--- src/rtl/joy_db15_tx_if.sv ---
// DB15 UserIO joystick link pins: host drives shift clock and load strobe,
// the adapter side returns the serial button stream.
interface joy_db15_tx_if;
  logic JOY_CLK;
  logic JOY_LOAD;
  logic JOY_DATA;

  modport master (
    output JOY_CLK,
    output JOY_LOAD,
    input  JOY_DATA
  );

  modport slave (
    input  JOY_CLK,
    input  JOY_LOAD,
    output JOY_DATA
  );
endinterface

--- src/rtl/joy_db15_tx.sv ---
// Adapter-side DB15 joystick serializer: emulates a parallel-load shift chain
// that latches both 12-button words on JOY_LOAD low and shifts on JOY_CLK rises.
module joy_db15_tx #(
  parameter int FRAME_BITS  = 24,
  parameter int SYNC_STAGES = 2,
  parameter int TIMEOUT     = 50000
) (
  input  logic                clk,
  input  logic                reset_n,
  input  logic [11:0]         joystick1,
  input  logic [11:0]         joystick2,
  joy_db15_tx_if.slave        link,
  output logic                frame_done,
  output logic [4:0]          bit_cnt,
  output logic                overrun,
  output logic                link_idle
);

  localparam int         JOY_BITS   = 24;
  localparam logic [4:0] FRAME_LEN  = 5'(FRAME_BITS);
  localparam logic [15:0] IDLE_LIMIT = 16'(TIMEOUT);

  logic [SYNC_STAGES-1:0] clk_sync;
  logic [SYNC_STAGES-1:0] load_sync;
  logic                   clk_prev;
  logic                   load_prev;
  logic                   clk_s;
  logic                   load_s;
  logic                   clk_rise;
  logic                   load_fall;

  logic [JOY_BITS-1:0]    joy_word;
  logic [FRAME_BITS-1:0]  frame_word;
  logic [FRAME_BITS-1:0]  sr;
  logic [15:0]            idle_cnt;

  // Host pins are asynchronous; chains reset to the idle pin levels (clock low,
  // load high) so releasing reset never fakes an edge.
  always_ff @(posedge clk or negedge reset_n) begin
    if (!reset_n) begin
      clk_sync  <= '0;
      load_sync <= '1;
      clk_prev  <= 1'b0;
      load_prev <= 1'b1;
    end else begin
      clk_sync[0]  <= link.JOY_CLK;
      load_sync[0] <= link.JOY_LOAD;
      for (int i = 1; i < SYNC_STAGES; i++) begin
        clk_sync[i]  <= clk_sync[i-1];
        load_sync[i] <= load_sync[i-1];
      end
      clk_prev  <= clk_s;
      load_prev <= load_s;
    end
  end

  assign clk_s     = clk_sync[SYNC_STAGES-1];
  assign load_s    = load_sync[SYNC_STAGES-1];
  assign clk_rise  = clk_s & ~clk_prev;
  assign load_fall = ~load_s & load_prev;

  assign joy_word = {joystick2, joystick1};

  // Unused upper frame bits load as released (zero before inversion).
  generate
    if (FRAME_BITS > JOY_BITS) begin : g_extend
      assign frame_word = {{(FRAME_BITS-JOY_BITS){1'b0}}, joy_word};
    end else begin : g_trunc
      assign frame_word = joy_word[FRAME_BITS-1:0];
    end
  endgenerate

  // Load is level-sensitive and tracks live buttons, so it outranks any shift
  // edge seen in the same cycle.
  always_ff @(posedge clk or negedge reset_n) begin
    if (!reset_n) begin
      sr         <= '1;
      bit_cnt    <= 5'd0;
      frame_done <= 1'b0;
      overrun    <= 1'b0;
    end else begin
      frame_done <= 1'b0;
      if (!load_s) begin
        sr      <= ~frame_word;
        bit_cnt <= 5'd0;
        overrun <= 1'b0;
      end else if (clk_rise) begin
        sr <= {1'b1, sr[FRAME_BITS-1:1]};
        if (bit_cnt < FRAME_LEN) begin
          bit_cnt <= bit_cnt + 5'd1;
          if (bit_cnt == FRAME_LEN - 5'd1) begin
            frame_done <= 1'b1;
          end
        end else begin
          overrun <= 1'b1;
        end
      end
    end
  end

  always_ff @(posedge clk or negedge reset_n) begin
    if (!reset_n) begin
      link.JOY_DATA <= 1'b1;
    end else begin
      link.JOY_DATA <= sr[0];
    end
  end

  // Watchdog saturates rather than wrapping so a dead link stays reported.
  always_ff @(posedge clk or negedge reset_n) begin
    if (!reset_n) begin
      idle_cnt <= IDLE_LIMIT;
    end else if (load_fall) begin
      idle_cnt <= 16'd0;
    end else if (idle_cnt != IDLE_LIMIT) begin
      idle_cnt <= idle_cnt + 16'd1;
    end
  end

  assign link_idle = (idle_cnt == IDLE_LIMIT);

endmodule

--- src/flat_wrapper.sv ---
// flat-port wrapper written by rule: the top's interface ports become plain ports
module joy_db15_tx_flat 
#(
  parameter int FRAME_BITS  = 24,
  parameter int SYNC_STAGES = 2,
  parameter int TIMEOUT     = 50000
)
  (clk, reset_n, joystick1, joystick2, frame_done, bit_cnt, overrun, link_idle, link_JOY_CLK, link_JOY_LOAD, link_JOY_DATA);
  joy_db15_tx_if link_i ();
  input  logic clk;
  input  logic reset_n;
  input  logic [11:0] joystick1;
  input  logic [11:0] joystick2;
  output logic frame_done;
  output logic [4:0] bit_cnt;
  output logic overrun;
  output logic link_idle;
  input wire logic [$bits(link_i.JOY_CLK)-1:0] link_JOY_CLK;
  input wire logic [$bits(link_i.JOY_LOAD)-1:0] link_JOY_LOAD;
  output wire logic [$bits(link_i.JOY_DATA)-1:0] link_JOY_DATA;
  assign link_i.JOY_CLK = link_JOY_CLK;
  assign link_i.JOY_LOAD = link_JOY_LOAD;
  assign link_JOY_DATA = link_i.JOY_DATA;
  joy_db15_tx #(.FRAME_BITS(FRAME_BITS), .SYNC_STAGES(SYNC_STAGES), .TIMEOUT(TIMEOUT)) u_core (.clk(clk), .reset_n(reset_n), .joystick1(joystick1), .joystick2(joystick2), .link(link_i), .frame_done(frame_done), .bit_cnt(bit_cnt), .overrun(overrun), .link_idle(link_idle));
endmodule
--- config.mk ---
export PLATFORM = sky130hd
export DESIGN_NAME = joy_db15_tx_flat
export DESIGN_NICKNAME = d
export VERILOG_FILES = /design/src/rtl/joy_db15_tx_if.sv /design/src/rtl/joy_db15_tx.sv /design/src/flat_wrapper.sv
export SDC_FILE = /design/constraint.sdc
export NUM_CORES = 1
export LEC_CHECK = 0
export CAP_MARGIN = 20
export CELL_PAD_IN_SITES_DETAIL_PLACEMENT = 0
export CELL_PAD_IN_SITES_GLOBAL_PLACEMENT = 2
export CORE_MARGIN = 2
export CORE_UTILIZATION = 33
export DETAILED_ROUTE_END_ITERATION = 8
export PLACE_DENSITY = 0.85
export SLEW_MARGIN = 5
export SYNTH_ARGS = -nofsm -noshare
export SYNTH_HDL_FRONTEND = slang
export SYNTH_SLANG_ARGS = --single-unit
--- constraint.sdc ---
create_clock -name clk -period 2.59 [get_ports clk]
set_input_delay 0.6475 -clock clk [delete_from_list [all_inputs] [get_ports clk]]
set_output_delay 0.6475 -clock clk [all_outputs]
set_load 0.01 [all_outputs]
==> reports/metrics.csv <==
stage;metric;value;unit
run_status;status;finished clean;
setup_path;CP max stage cell;or4_4;
floorplanning;total core area;7210;um^2
floorplanning;Die H;90.3;um
final_layout;Fill cells;746;
clocking;root buffer cell;clkbuf_8;
placement;Port Buffer Count;36;
clocking;clock latency on the worst-skew pair;0.31;ns
clocking;deepest clock path buffer count;2;
power;Cell Pwr Density;556;nW/um^2
drt;Final ANT Viol Nets;0;
placement;Post-DP HPWL;3.57;mm
flow_run;max_cap viols;0;
setup_path;CP required;1.94;ns
timing;Setup Skew;0.0146;ns
grt;Tot GR Track Use;14.1;%
setup_path;Cell Chain, Critical Path;or4_4 > or4_4 > inv_2 > buf_6;
floorplanning;Rows;31;
synthesis;Synth cell types;28;
timing;Slew HR;44.9;%
setup_path;Crit. End Element;output pin;
setup_path;CP Max Fanout;2;
synthesis;syn_nets;288;
placement;global placer's final weighted congestion;0.769;
clocking;CTS Sinks;54;
final_layout;share of cells above drive strength 1;23.0;%
synthesis;Post-Synth Simple-Gate Area;26.4;%
drt;WL per Instance;13.2;um
synthesis;top cells by area, synth;dfstp_2 36%, dfrtp_1 20%, nand2_1 8.4%, and3_1 6.4%, a21oi_1 5.5%;
grt;first-pass GRT wire length;9.32;mm
setup_path;CP peak stage delay;0.54;ns
grt;vias in the first global route;1917;
synthesis;Post-Synth XOR/XNOR Area;5.35;%
synthesis;Post-Syn Area;2460;um^2
drt;via total after detailed routing;1935;
grt;Remaining Overflow, GRT;0;
synthesis;Mean Syn Cell Area;9.56;um^2
clocking;CTS Hold Bufs;0;
drt;TritonRoute pass-1 iters;4;
setup_path;Crit Path Class;reg -> out;
final_layout;ANT cells;0;
power;total power;1.75;mW
timing;Slew Viols, Final;0;
floorplanning;I/O Pins;37;
synthesis;Adder-Cell Fraction of Synth Area;1.53;%
synthesis;cell count after synthesis;257;
synthesis;Yosys reg bits;54;
setup_path;crit-path most repeated cell;or4_4;
power;LEAKAGE;1.38;nW
grt;pin count of the biggest net entering global routing;27;
timing;Tcrit/Tclk final;98.7;%
power;Worst VDD drop;0.341;mV
synthesis;area share of the largest cell type after synthesis;36.4;%
drt;Vias/cell;4.74;
final_layout;Area Growth Syn to Fin;28.3;%
timing;min Tclk post-route;2.56;ns
timing;final setup violating endpoints;0;
final_layout;Final Util;43.7;%
grt;initial antenna violation count;0;
floorplanning;Die ar.;8150;um^2
timing;unrepaired setup endpoints after global routing;yes;
drt;drc violations;0;
synthesis;Compound-Gate Fraction of Synth Area;6.67;%
final_layout;final net count;339;
timing;Fmax;391;MHz
timing;Final Hold Viols;0;
setup_path;CP arrival;1.91;ns
clocking;H-Tree Depth;2;
floorplanning;Initial Utilization;34.1;%
synthesis;largest family of logic cells by synthesized area;simple AND/OR/NAND/NOR gates;
clocking;Clock transition at path regs;0.10;ns
drt;initial drt markers;114;
setup_path;CP Launch Type;flip-flop;
synthesis;Ys Warns;0;
drt;Final Routed Wirelength;5.39;mm
timing;Worst Max-Slew Pin Slew;0.825;ns
hold_path;worst hold path class;in -> async;
synthesis;sequential share of the synthesized area;56.7;%
clocking;number of buffers created by CTS;5;
synthesis;Synth area leader;dfstp_2;
clocking;CTS tree;yes;
synthesis;mux cell area share after synthesis;0.407;%
floorplanning;DIE WIDTH;90.3;um
worst paths after layout:
path                                          start                  end  slack, ns  depth (start not counted)
worst max-delay path            u_core.idle_cnt[12]            link_idle       0.03                          4
worst min-delay path                        reset_n  u_core.idle_cnt[10]       0.34                          1
worst max register to register  u_core.idle_cnt[12]   u_core.idle_cnt[0]       0.53                          6
worst min register to register   u_core.clk_sync[0]   u_core.clk_sync[1]       0.35                          0
max in group asynchronous                   reset_n   u_core.idle_cnt[6]       1.52                          2
min in group clk                 u_core.clk_sync[0]   u_core.clk_sync[1]       0.35                          0
cells in the mapped netlist:
cell type,number
nand4_1,5
buf_2,1
o21ai_0,1
xor2_1,8
nand3_1,9
a41oi_1,1
inv_1,5
dfstp_2,34
nor2_1,19
mux2i_1,1
clkbuf_1,13
nor2b_1,3
and3_1,25
nand2_1,55
ha_1,3
and4_1,1
nand3b_1,1
nor3_1,5
a21oi_1,27
a31oi_1,1
nand4b_1,1
dfrtp_1,20
nand2b_1,3
or4b_1,1
a311oi_1,1
nor4_1,4
or4_1,2
xnor2_1,7
registers in the layout, summed over array words and instances (netlist names):
name,flops
u_core.load_sync,2
u_core.clk_prev,1
u_core.sr,24
u_core.idle_cnt,16
u_core.frame_done,1
u_core.link.JOY_DATA,1
u_core.bit_cnt,5
u_core.clk_sync,2
u_core.load_prev,1
u_core.overrun,1
per-layer routing:
| layer | part of all wire, % | GRT usage [%] | wire length, um |
|---|---|---|---|
| met5 | 0 | 0 | 0 |
| met1 | 50 | 20.2 | 2710 |
| met4 | 1.2 | 3.85 | 62 |
| met3 | 3.5 | 3.17 | 188 |
| met2 | 45 | 21.7 | 2420 |
cell families (layout without fill, tap and decap cells):
family	after synthesis	in the layout
flip-flops	54	54
adder cells (fa/ha/maj)	3	3
XOR/XNOR	15	15
buffers and inverters	19	71
AO/OA/AOI/OAI	31	31
multiplexers	1	1
AND/OR/NAND/NOR	134	134
cell type report:
class	instances	area [um^2]	share of cell area, %
clock buffers	5	68.8	2.18
clock inverters	3	21.3	0.675
inverters	5	18.8	0.595
multi-input cells	184	1000	31.9
flip-flops and latches	54	1390	44.2
well taps	99	124	3.93
repair buffers	58	522	16.5
stage by stage:
stage	hold WS, ns	TNS (ns)	instances	area [um^2]	setup WS [ns]
after floorplan	0.331	0	257	2460	0.354
after global placement	0.336	-0.0427	398	3040	-0.0427
after detailed placement	0.335	-0.0669	398	3040	-0.0669
after CTS	0.350	0	407	3140	0.00395
after global routing	0.352	-0.0178	408	3150	-0.0178
final	0.340	0	408	3150	0.0328
critical path: cells and delay by family, from the launching register on:
family,cells,cell delay (ns)
buf+inv,2,0.16
simple gates,2,1.04
flops,1,0.40
placed cells by master, fill, tap and decap left out, types with 8 or more instances in the layout:
cell and count:
nand3_1 9, and3_1 25, dfrtp_1 20, buf_4 22, a21oi_1 27, dfstp_2 34
nand2_1 55, xor2_1 8, nor2_1 19, clkdlybuf4s50_1 34
report_power, final:
group	total [mW]	internal, mW	switching, mW	leakage (nW)
clock network	0.481	0.191	0.290	0.0441
logic	0.294	0.146	0.148	0.713
registers	0.977	0.943	0.0344	0.624
total	1.75	1.28	0.472	1.38
repair_timing:
action / 4_1_cts / 5_1_grt
gates resized for setup: 8 / 1
pin swaps: 1 / 1
setup endpoints to repair: 1 / 1
buffers inserted: 1 / 1
Power figures use the tool's default switching activity.
